### src/rtl/alu_pkg.sv
`default_nettype none
// ============================================================================
// Module   : alu_pkg
// Brief    : Opcodes, ALU control encoding and payload types for alu_issue.
// Revision : 1.0
// ============================================================================
package alu_pkg;

    localparam int C_XLEN = 16;

    // Instruction opcodes (instr[15:11])
    localparam logic [4:0] C_OPC_R_ARITH = 5'b11011;
    localparam logic [4:0] C_OPC_R_SHIFT = 5'b11010;
    localparam logic [4:0] C_OPC_SEQ     = 5'b11100;
    localparam logic [4:0] C_OPC_SLT     = 5'b11101;
    localparam logic [4:0] C_OPC_SLE     = 5'b11110;
    localparam logic [4:0] C_OPC_SCO     = 5'b11111;
    localparam logic [4:0] C_OPC_ADDI    = 5'b01000;
    localparam logic [4:0] C_OPC_SUBI    = 5'b01001;
    localparam logic [4:0] C_OPC_XORI    = 5'b01010;
    localparam logic [4:0] C_OPC_ANDNI   = 5'b01011;
    localparam logic [4:0] C_OPC_ROLI    = 5'b10100;
    localparam logic [4:0] C_OPC_SLLI    = 5'b10101;
    localparam logic [4:0] C_OPC_RORI    = 5'b10110;
    localparam logic [4:0] C_OPC_SRLI    = 5'b10111;

    // ALU opcodes
    localparam logic [3:0] C_ALU_ROL = 4'b0000;
    localparam logic [3:0] C_ALU_ROR = 4'b0001;
    localparam logic [3:0] C_ALU_SLL = 4'b0010;
    localparam logic [3:0] C_ALU_SRL = 4'b0100;
    localparam logic [3:0] C_ALU_ADD = 4'b1000;
    localparam logic [3:0] C_ALU_XOR = 4'b1010;
    localparam logic [3:0] C_ALU_AND = 4'b1011;
    localparam logic [3:0] C_ALU_SCO = 4'b1100;
    localparam logic [3:0] C_ALU_SLE = 4'b1101;
    localparam logic [3:0] C_ALU_SLT = 4'b1110;
    localparam logic [3:0] C_ALU_SEQ = 4'b1111;

    typedef struct packed {
        logic [3:0] op;
        logic       inv_a;
        logic       inv_b;
        logic       cin;
        logic       sign;
    } alu_ctl_t;

    typedef struct packed {
        alu_ctl_t          ctl;
        logic [C_XLEN-1:0] a;
        logic [C_XLEN-1:0] b;
        logic              wr_en;
        logic [2:0]        wr_reg;
        logic              illegal;
    } alu_issue_pl_t;

    // R-format funct and the low bits of the shift-immediate opcodes share this order
    function automatic logic [3:0] shift_op(input logic [1:0] sel);
        case (sel)
            2'b00:   shift_op = C_ALU_ROL;
            2'b01:   shift_op = C_ALU_SLL;
            2'b10:   shift_op = C_ALU_ROR;
            default: shift_op = C_ALU_SRL;
        endcase
    endfunction

endpackage
`default_nettype wire

### src/rtl/alu_issue_decode.sv
`default_nettype none
// ============================================================================
// Module   : alu_issue_decode
// Brief    : Combinational decode of an ALU-class instruction into the ALU
//            control word, operands and writeback info.
// Revision : 1.0
// ============================================================================
module alu_issue_decode
    import alu_pkg::*;
(
    input  logic [15:0] instr,
    input  logic [15:0] rs_data,
    input  logic [15:0] rt_data,
    output alu_ctl_t    ctl,
    output logic [15:0] a,
    output logic [15:0] b,
    output logic        wr_en,
    output logic [2:0]  wr_reg,
    output logic        illegal
);

    logic [4:0]  w_opc;
    logic [15:0] w_imm_sext;
    logic [15:0] w_imm_zext;
    logic [15:0] w_imm_shamt;

    assign w_opc       = instr[15:11];
    assign w_imm_sext  = {{11{instr[4]}}, instr[4:0]};
    assign w_imm_zext  = {11'b0, instr[4:0]};
    assign w_imm_shamt = {12'b0, instr[3:0]};

    always_comb begin
        ctl     = '0;
        ctl.op  = C_ALU_ADD;
        a       = '0;
        b       = '0;
        wr_en   = 1'b0;
        wr_reg  = 3'd0;
        illegal = 1'b0;
        case (w_opc)
            C_OPC_R_ARITH: begin
                a      = rs_data;
                b      = rt_data;
                wr_en  = 1'b1;
                wr_reg = instr[4:2];
                case (instr[1:0])
                    2'b00: ctl.sign = 1'b1;
                    2'b01: begin
                        ctl.inv_a = 1'b1;
                        ctl.cin   = 1'b1;
                        ctl.sign  = 1'b1;
                    end
                    2'b10: ctl.op = C_ALU_XOR;
                    default: begin
                        ctl.op    = C_ALU_AND;
                        ctl.inv_b = 1'b1;
                    end
                endcase
            end
            C_OPC_R_SHIFT, C_OPC_SEQ, C_OPC_SLT, C_OPC_SLE, C_OPC_SCO: begin
                a      = rs_data;
                b      = rt_data;
                wr_en  = 1'b1;
                wr_reg = instr[4:2];
                case (w_opc)
                    C_OPC_SEQ: ctl.op = C_ALU_SEQ;
                    C_OPC_SLT: ctl.op = C_ALU_SLT;
                    C_OPC_SLE: ctl.op = C_ALU_SLE;
                    C_OPC_SCO: ctl.op = C_ALU_SCO;
                    default:   ctl.op = shift_op(instr[1:0]);
                endcase
            end
            C_OPC_ADDI, C_OPC_SUBI: begin
                a         = rs_data;
                b         = w_imm_sext;
                wr_en     = 1'b1;
                wr_reg    = instr[7:5];
                ctl.sign  = 1'b1;
                ctl.inv_a = w_opc[0];
                ctl.cin   = w_opc[0];
            end
            C_OPC_XORI, C_OPC_ANDNI: begin
                a         = rs_data;
                b         = w_imm_zext;
                wr_en     = 1'b1;
                wr_reg    = instr[7:5];
                ctl.op    = w_opc[0] ? C_ALU_AND : C_ALU_XOR;
                ctl.inv_b = w_opc[0];
            end
            C_OPC_ROLI, C_OPC_SLLI, C_OPC_RORI, C_OPC_SRLI: begin
                a      = rs_data;
                b      = w_imm_shamt;
                wr_en  = 1'b1;
                wr_reg = instr[7:5];
                ctl.op = shift_op(w_opc[1:0]);
            end
            default: illegal = 1'b1;
        endcase
    end

endmodule
`default_nettype wire

### src/rtl/alu_issue.sv
`default_nettype none
// ============================================================================
// Module   : alu_issue
// Brief    : Execute-stage issue register: valid/ready pipeline stage holding
//            the decoded ALU control word and operands. ALU_ISSUE_SKID_EN
//            adds a one-entry skid buffer with a registered in_ready.
// Revision : 1.0
// ============================================================================
module alu_issue
    import alu_pkg::*;
#(
    parameter int WIDTH = 16
) (
    input  logic             clk,
    input  logic             rst,
    input  logic             in_valid,
    output logic             in_ready,
    input  logic [15:0]      instr,
    input  logic [WIDTH-1:0] rs_data,
    input  logic [WIDTH-1:0] rt_data,
    input  logic             flush,
    output logic             out_valid,
    input  logic             out_ready,
    output logic [3:0]       alu_op,
    output logic             alu_inv_a,
    output logic             alu_inv_b,
    output logic             alu_cin,
    output logic             alu_sign,
    output logic [WIDTH-1:0] alu_a,
    output logic [WIDTH-1:0] alu_b,
    output logic             wr_en,
    output logic [2:0]       wr_reg,
    output logic             illegal
);

    alu_issue_pl_t w_dec;
    alu_issue_pl_t r_out;
    logic          r_out_valid;
    logic          w_load;

    alu_issue_decode u_decode (
        .instr   (instr),
        .rs_data (rs_data),
        .rt_data (rt_data),
        .ctl     (w_dec.ctl),
        .a       (w_dec.a),
        .b       (w_dec.b),
        .wr_en   (w_dec.wr_en),
        .wr_reg  (w_dec.wr_reg),
        .illegal (w_dec.illegal)
    );

`ifdef ALU_ISSUE_SKID_EN
    alu_issue_pl_t r_skid;
    logic          r_skid_valid;
    logic          r_in_ready;
    logic          w_out_free;

    assign in_ready   = r_in_ready;
    assign w_load     = in_valid & r_in_ready;
    assign w_out_free = ~r_out_valid | out_ready;

    always_ff @(posedge clk) begin
        if (rst) begin
            r_out        <= '0;
            r_out_valid  <= 1'b0;
            r_skid       <= '0;
            r_skid_valid <= 1'b0;
            r_in_ready   <= 1'b1;
        end else if (flush) begin
            r_out_valid  <= 1'b0;
            r_skid_valid <= 1'b0;
            r_in_ready   <= 1'b1;
        end else if (w_out_free) begin
            // A full skid means in_ready was low, so no load can collide here
            if (r_skid_valid) begin
                r_out        <= r_skid;
                r_out_valid  <= 1'b1;
                r_skid_valid <= 1'b0;
                r_in_ready   <= 1'b1;
            end else begin
                r_out_valid <= w_load;
                if (w_load) begin
                    r_out <= w_dec;
                end
            end
        end else if (w_load) begin
            r_skid       <= w_dec;
            r_skid_valid <= 1'b1;
            r_in_ready   <= 1'b0;
        end
    end
`else
    assign in_ready = ~r_out_valid | out_ready;
    assign w_load   = in_valid & in_ready;

    always_ff @(posedge clk) begin
        if (rst) begin
            r_out       <= '0;
            r_out_valid <= 1'b0;
        end else if (flush) begin
            r_out_valid <= 1'b0;
        end else if (w_load) begin
            r_out       <= w_dec;
            r_out_valid <= 1'b1;
        end else if (out_ready) begin
            r_out_valid <= 1'b0;
        end
    end
`endif

    assign out_valid = r_out_valid;
    assign alu_op    = r_out.ctl.op;
    assign alu_inv_a = r_out.ctl.inv_a;
    assign alu_inv_b = r_out.ctl.inv_b;
    assign alu_cin   = r_out.ctl.cin;
    assign alu_sign  = r_out.ctl.sign;
    assign alu_a     = r_out.a;
    assign alu_b     = r_out.b;
    assign wr_en     = r_out.wr_en;
    assign wr_reg    = r_out.wr_reg;
    assign illegal   = r_out.illegal;

endmodule
`default_nettype wire
### config.mk
export PLATFORM = sky130hd
export DESIGN_NAME = alu_issue
export DESIGN_NICKNAME = d
export VERILOG_FILES = /design/src/rtl/alu_pkg.sv /design/src/rtl/alu_issue_decode.sv /design/src/rtl/alu_issue.sv
export SDC_FILE = /design/constraint.sdc
export NUM_CORES = 1
export LEC_CHECK = 0
export ABC_AREA = 1
export BUFFER_PORTS_ARGS = -buffer_cell sky130_fd_sc_hd__buf_2
export CAP_MARGIN = 20
export CORE_MARGIN = 3
export CORE_UTILIZATION = 40
export DETAILED_ROUTE_END_ITERATION = 6
export GPL_ROUTABILITY_DRIVEN = 0
export HOLD_SLACK_MARGIN = 0.02
export PLACE_DENSITY_LB_ADDON = 0.2
export SLEW_MARGIN = 20
export SYNTH_ARGS = -nofsm -noshare
export SYNTH_HDL_FRONTEND = slang
export SYNTH_SLANG_ARGS = --single-unit
### constraint.sdc
create_clock -name clk -period 1.7 [get_ports clk]
set_input_delay 0 -clock clk [delete_from_list [all_inputs] [get_ports clk]]
set_output_delay 0 -clock clk [all_outputs]
set_load 0.005 [all_outputs]
[Word level (Yosys, flattened, before mapping)]
Cells that the tools add are included.
Operators by class
  add/subtract/negate cells: 0
  $mul: 0
  divide/modulo/power cells: 0
  $lt $le $gt $ge: 0
  equal/unequal tests: 18
  shifts and indexed selects: 0
  muxes and demuxes: 19
  bitwise logic cells: 4
  reduce and logical (&&, ||, !) cells: 14
Operators by type and width (count)
  one-hot mux 16 bit (4 select lines): 1
  == test 5 bit (second input constant): 10
  one-hot mux 4 bit (4 select lines): 2
  == test 5 x 4 -> 1 bit (second input constant): 4
  one-hot mux 3 bit (3 select lines): 2
  two-way mux 16 bit: 1
  OR reduction 14 bit: 1
  two-way mux 1 bit: 8
  one-hot mux 2 bit (2 select lines): 2
  OR reduction 2 bit: 4
  OR reduction 8 bit: 1
  one-hot mux 3 bit (2 select lines): 1
  OR reduction 6 bit: 1
  OR reduction 5 bit: 1
  == test 2 x 1 -> 1 bit (second input constant): 2
  == test 2 bit (second input constant): 2
  logical NOT 2 bit: 2
  one-hot mux 1 bit (2 select lines): 2
  OR reduction 4 bit: 1
  OR reduction 3 bit: 1
  NOT 1 bit: 2
  AND reduction 2 bit: 1
  nonzero test 2 bit: 1
  bitwise AND 1 bit: 1
  bitwise OR 1 bit: 1
Storage, ports and cells
  register bits after elaboration: 46
  latch bits: 0
  bits in writable memories: 0
  bits in read-only memories: 0
  output and inout port bits: 47
  logic and storage cells: 66
  memories: 0

[Depth between registers and ports, before layout]
  depth after elaboration: 4
  gate-level depth with buffers: 10
  depth with buffers taken out: 10

[Hierarchy]
From an unflattened synthesis, not the netlist that was laid out.
Second synthesis, totals
  cell total of the unflattened synthesis: 446
  area, all modules: 2762.6 µm²
By module, submodules not included
  alu_issue: instances 1, cells an instance 300, area an instance 2095.8 µm², seq. area each 920.9 µm²
  alu_issue_decode: instances 1, cells an instance 146, area an instance 666.9 µm², seq. area each 0.0 µm²

[Least setup slack after synthesis]
No wires, ideal clock.
  path kind: flip-flop to flip-flop
  from: register r_out_valid, in the netlist out_valid
  to: register r_out, in the netlist alu_b[10]
  arrival time: 1.111 ns
  data required time: 1.631 ns
  slack: 0.520 ns
  stages on the path, launching flop included: 8
  buffers on the path: 1
  cells stage by stage: dfxtp_1 > inv_1 > nor2_1 > nor3_1 > inv_1 > clkbuf_1 > nand2_1 > a21oi_2
Between the ends
  cells in the longest elaborated chain, start to end: 4
Ends and longest elaborated chain
  start: declaration: line alu_issue.sv:38  | logic r_out_valid;
  start signal: assignment: line alu_issue.sv:100  | r_out_valid <= 1'b0;
  start signal: assignment: line alu_issue.sv:102  | r_out_valid <= 1'b0;
  start signal: assignment: line alu_issue.sv:105  | r_out_valid <= 1'b1;
  NOT 1 bit: line alu_issue.sv:94  | assign in_ready = ~r_out_valid | out_ready;
  bitwise OR 1 bit: line alu_issue.sv:94
  bitwise AND 1 bit: line alu_issue.sv:95  | assign w_load = in_valid & in_ready;
  AND reduction 2 bit (no line)
  end signal: assignment: line alu_issue.sv:104  | r_out <= w_dec;
  end: declaration: line alu_issue.sv:37  | alu_issue_pl_t r_out;
No other way between the ends.
A chain may end at the register's enable or synchronous reset.

[Worst setup path after layout]
  from: register r_out_valid, in the netlist out_valid
  to: register r_out_valid, in the netlist out_valid
Between the ends
  cells in the longest elaborated chain, start to end: 4
  elaborated cells on any way between the ends: 5
Ends and longest elaborated chain (line)
  NOT 1 bit *: alu_issue.sv:94
  bitwise OR 1 bit *: alu_issue.sv:94
  bitwise AND 1 bit *: alu_issue.sv:95
  two-way mux 1 bit / nonzero test 2 bit (equally long branches)
Every way passes the cells marked *; elsewhere a longest branch is shown, timed or not.

==> metrics.txt <==
drt first pass iters=6; Synth Instances=302; status=finished clean; vias per inst=4.858; Fin Setup TNS=0 ns; power share of the clock group=35.3%; Clock Pin Slew Worst Setup and Hold Paths=0.08 ns; Initial Utilization=42.98%; class of the worst hold path=input port to register; Seq/Total Area, Yosys=42.68%; I/O Buffers=96; RSZ-0062 raised after global routing=no; Psw=0.5784 mW; first-pass GRT wire length=9915 µm; Max Slew Vio Count=0; TritonCTS clock tree=yes; initial drt markers=105; Routed WL=5799 µm; P_int=1.697 mW; root buffer cell=clkbuf_8; DRC=0; Reg power frac=48.7%; sw frac=25.41%; Layout Cells excl Fill=480; DRT antenna net count=0; antenna cells=0; final net count=465; clock skew after layout=0.005494 ns; Overflow after GRT=0; Core Region=4911 µm²; post-DR wirelength/cell=12.08 µm; critical path arrival=1.64 ns; slew of the pin with the lowest slew margin=0.4482 ns; synth warn=0; Worst EP required=1.94 ns; DR vias=2332; CTS Sinks=45; vias in the first global route=2172; max-cap viol count=0; Die Wd=78.64 µm; Post-Syn Area per Cell=6.989 µm²; H-tree Lvls=2; Synth-to-Final Area Change=40.19%; die extent in y=78.64 µm; total CTS buffers=5; Max Freq=714.8 MHz; syn nets=355; Worst Setup Start Kind=register; register bit total from synthesis=45; placed cells=448; Post-CTS Resized=0; fin crit period=1.399 ns; Synth cell types=24; worst skew pair latency=0.29 ns; Worst IR Drop VDD=0.4279 mV; kind of critical path=register to register; Max FO, Critical Path=2; share of layout cells above drive strength 1=29.78%; hold_ws=0.04018 ns; Pwr Density=769.1 nW/µm²; all-layer global routing usage=19.76%; CTS max path bufs=2; largest net degree at the start of global routing=47; initial antenna violation count=0; Die ar.=6184 µm²; relative slew slack=70.03%; final HPWL from detailed placement=3774 µm; Critical Path End Type=register; placement row count=25; final setup fails=0; mapped cell area=2111 µm²; Static Leak=1.454 nW; combinational share of power=16.1%; final hold vios=0; fin crit share=82.30%; # IOs=100
repair_timing:
action                                 CTS  global route
endpoints found under the hold margin   20             0
buffers inserted                         0             0
hold buffers                            24             0
cell families (layout without fill, tap and decap cells):
| kind of cell | Yosys count | after routing | synth area share [%] |
|---|---|---|---|
| compound gates | 61 | 61 | 16.24 |
| flops | 45 | 45 | 42.68 |
| buf+inv | 39 | 150 | 9.069 |
| simple gates | 157 | 157 | 32.01 |
layout by cell type (no fill, tap or decap):
master	synthesis	routed
inv_1	16	16
nand2_1	112	112
dlygate4sd3_1	0	24
bufinv_16	0	1
buf_4	3	1
o21ai_2	1	1
o21ai_0	7	7
buf_2	6	96
clkinv_4	0	1
nor3_2	0	1
buf_12	0	2
nor2_4	2	2
nand3_1	27	27
nor2_1	11	11
nand3_2	1	1
dfxtp_1	45	45
clkbuf_8	0	5
nand3_4	2	2
o211ai_1	2	2
clkbuf_1	8	1
inv_2	3	3
a21oi_1	42	42
a211oi_1	1	1
o21ai_1	1	1
nand2_2	1	1
a41oi_1	1	1
a21oi_2	6	6
per-stage QoR:
step / power [mW] / util [%] / setup slack (ns) / area, µm²
finish: 2.276 / 60.25 / 0.3009 / 2959
CTS: 2.306 / 60.25 / 0.2961 / 2959
detailed placement: 1.457 / 53.10 / 0.4045 / 2608
floorplan: 1.323 / - / 0.5200 / 2111
global placement: 1.454 / 53.10 / 0.4203 / 2608
global route: 2.400 / 60.25 / 0.1721 / 2959
path summary, 6_finish.rpt:
path                    from         to  slack (ns)  cells after the start
setup / recovery   out_valid  out_valid        0.30                      5
hold / removal    rt_data[7]   alu_b[7]        0.04                      5
setup reg to reg   out_valid  out_valid        0.30                      5
hold reg to reg     alu_a[9]   alu_a[9]        0.46                      2
power by group through the flow:
stage | clock network (mW) | registers (mW) | logic (mW)
finish | 0.802 | 1.11 | 0.366
global route | 0.875 | 1.11 | 0.413
CTS | 0.831 | 1.11 | 0.368
detailed placement | 0 | 1.13 | 0.325
global placement | 0 | 1.13 | 0.323
floorplan | 0 | 1.14 | 0.188
metal layers:
metal / part of all wire [%] / wire length (µm) / vias up / global-route usage (%)
met5: 0 / 0 / - / 0
met4: 0.69 / 40 / 0 / 5.070
met3: 8.3 / 479 / 4 / 5.275
met2: 48 / 2755 / 99 / 34.04
met1: 44 / 2523 / 1036 / 24.26
li1: - / - / 1193 / -
worst max-delay path, stage by stage (launching register included):
cell and delay (ns):
dfxtp_1 0.34, inv_1 0.04, nor2_1 0.15, inv_1 0.07
a211oi_1 0.18, dlygate4sd3_1 0.56
synthesized netlist by cell type:
cell / n / share of area [%]
inv_2: 3 / 0.53
o21ai_0: 7 / 1.7
nand3_4: 2 / 1.7
nand3_1: 27 / 6.4
nor2_4: 2 / 1.1
o21ai_1: 1 / 0.24
buf_4: 3 / 1.1
o211ai_1: 2 / 0.71
nand2_2: 1 / 0.30
buf_8: 1 / 0.71
nor2_1: 11 / 2.0
nor3_1: 1 / 0.24
a21oi_1: 42 / 10
o21ai_2: 1 / 0.42
inv_1: 16 / 2.8
buf_6: 2 / 1.1
a21oi_2: 6 / 2.5
dfxtp_1: 45 / 43
nand2_1: 112 / 20
clkbuf_1: 8 / 1.4
a41oi_1: 1 / 0.42
nand3_2: 1 / 0.47
buf_2: 6 / 1.4
a211oi_1: 1 / 0.36
area by class of cell:
class / instances / area [µm²]
clock buffers: 6 / 72.57
repair buffers: 123 / 768.2
flip-flops and latches: 45 / 900.9
fillers: 498 / 1952
multi-input cells: 218 / 1023
well taps: 67 / 83.83
clock inverters: 2 / 38.79
inverters: 19 / 71.32
(Power assumes the default switching activity.)
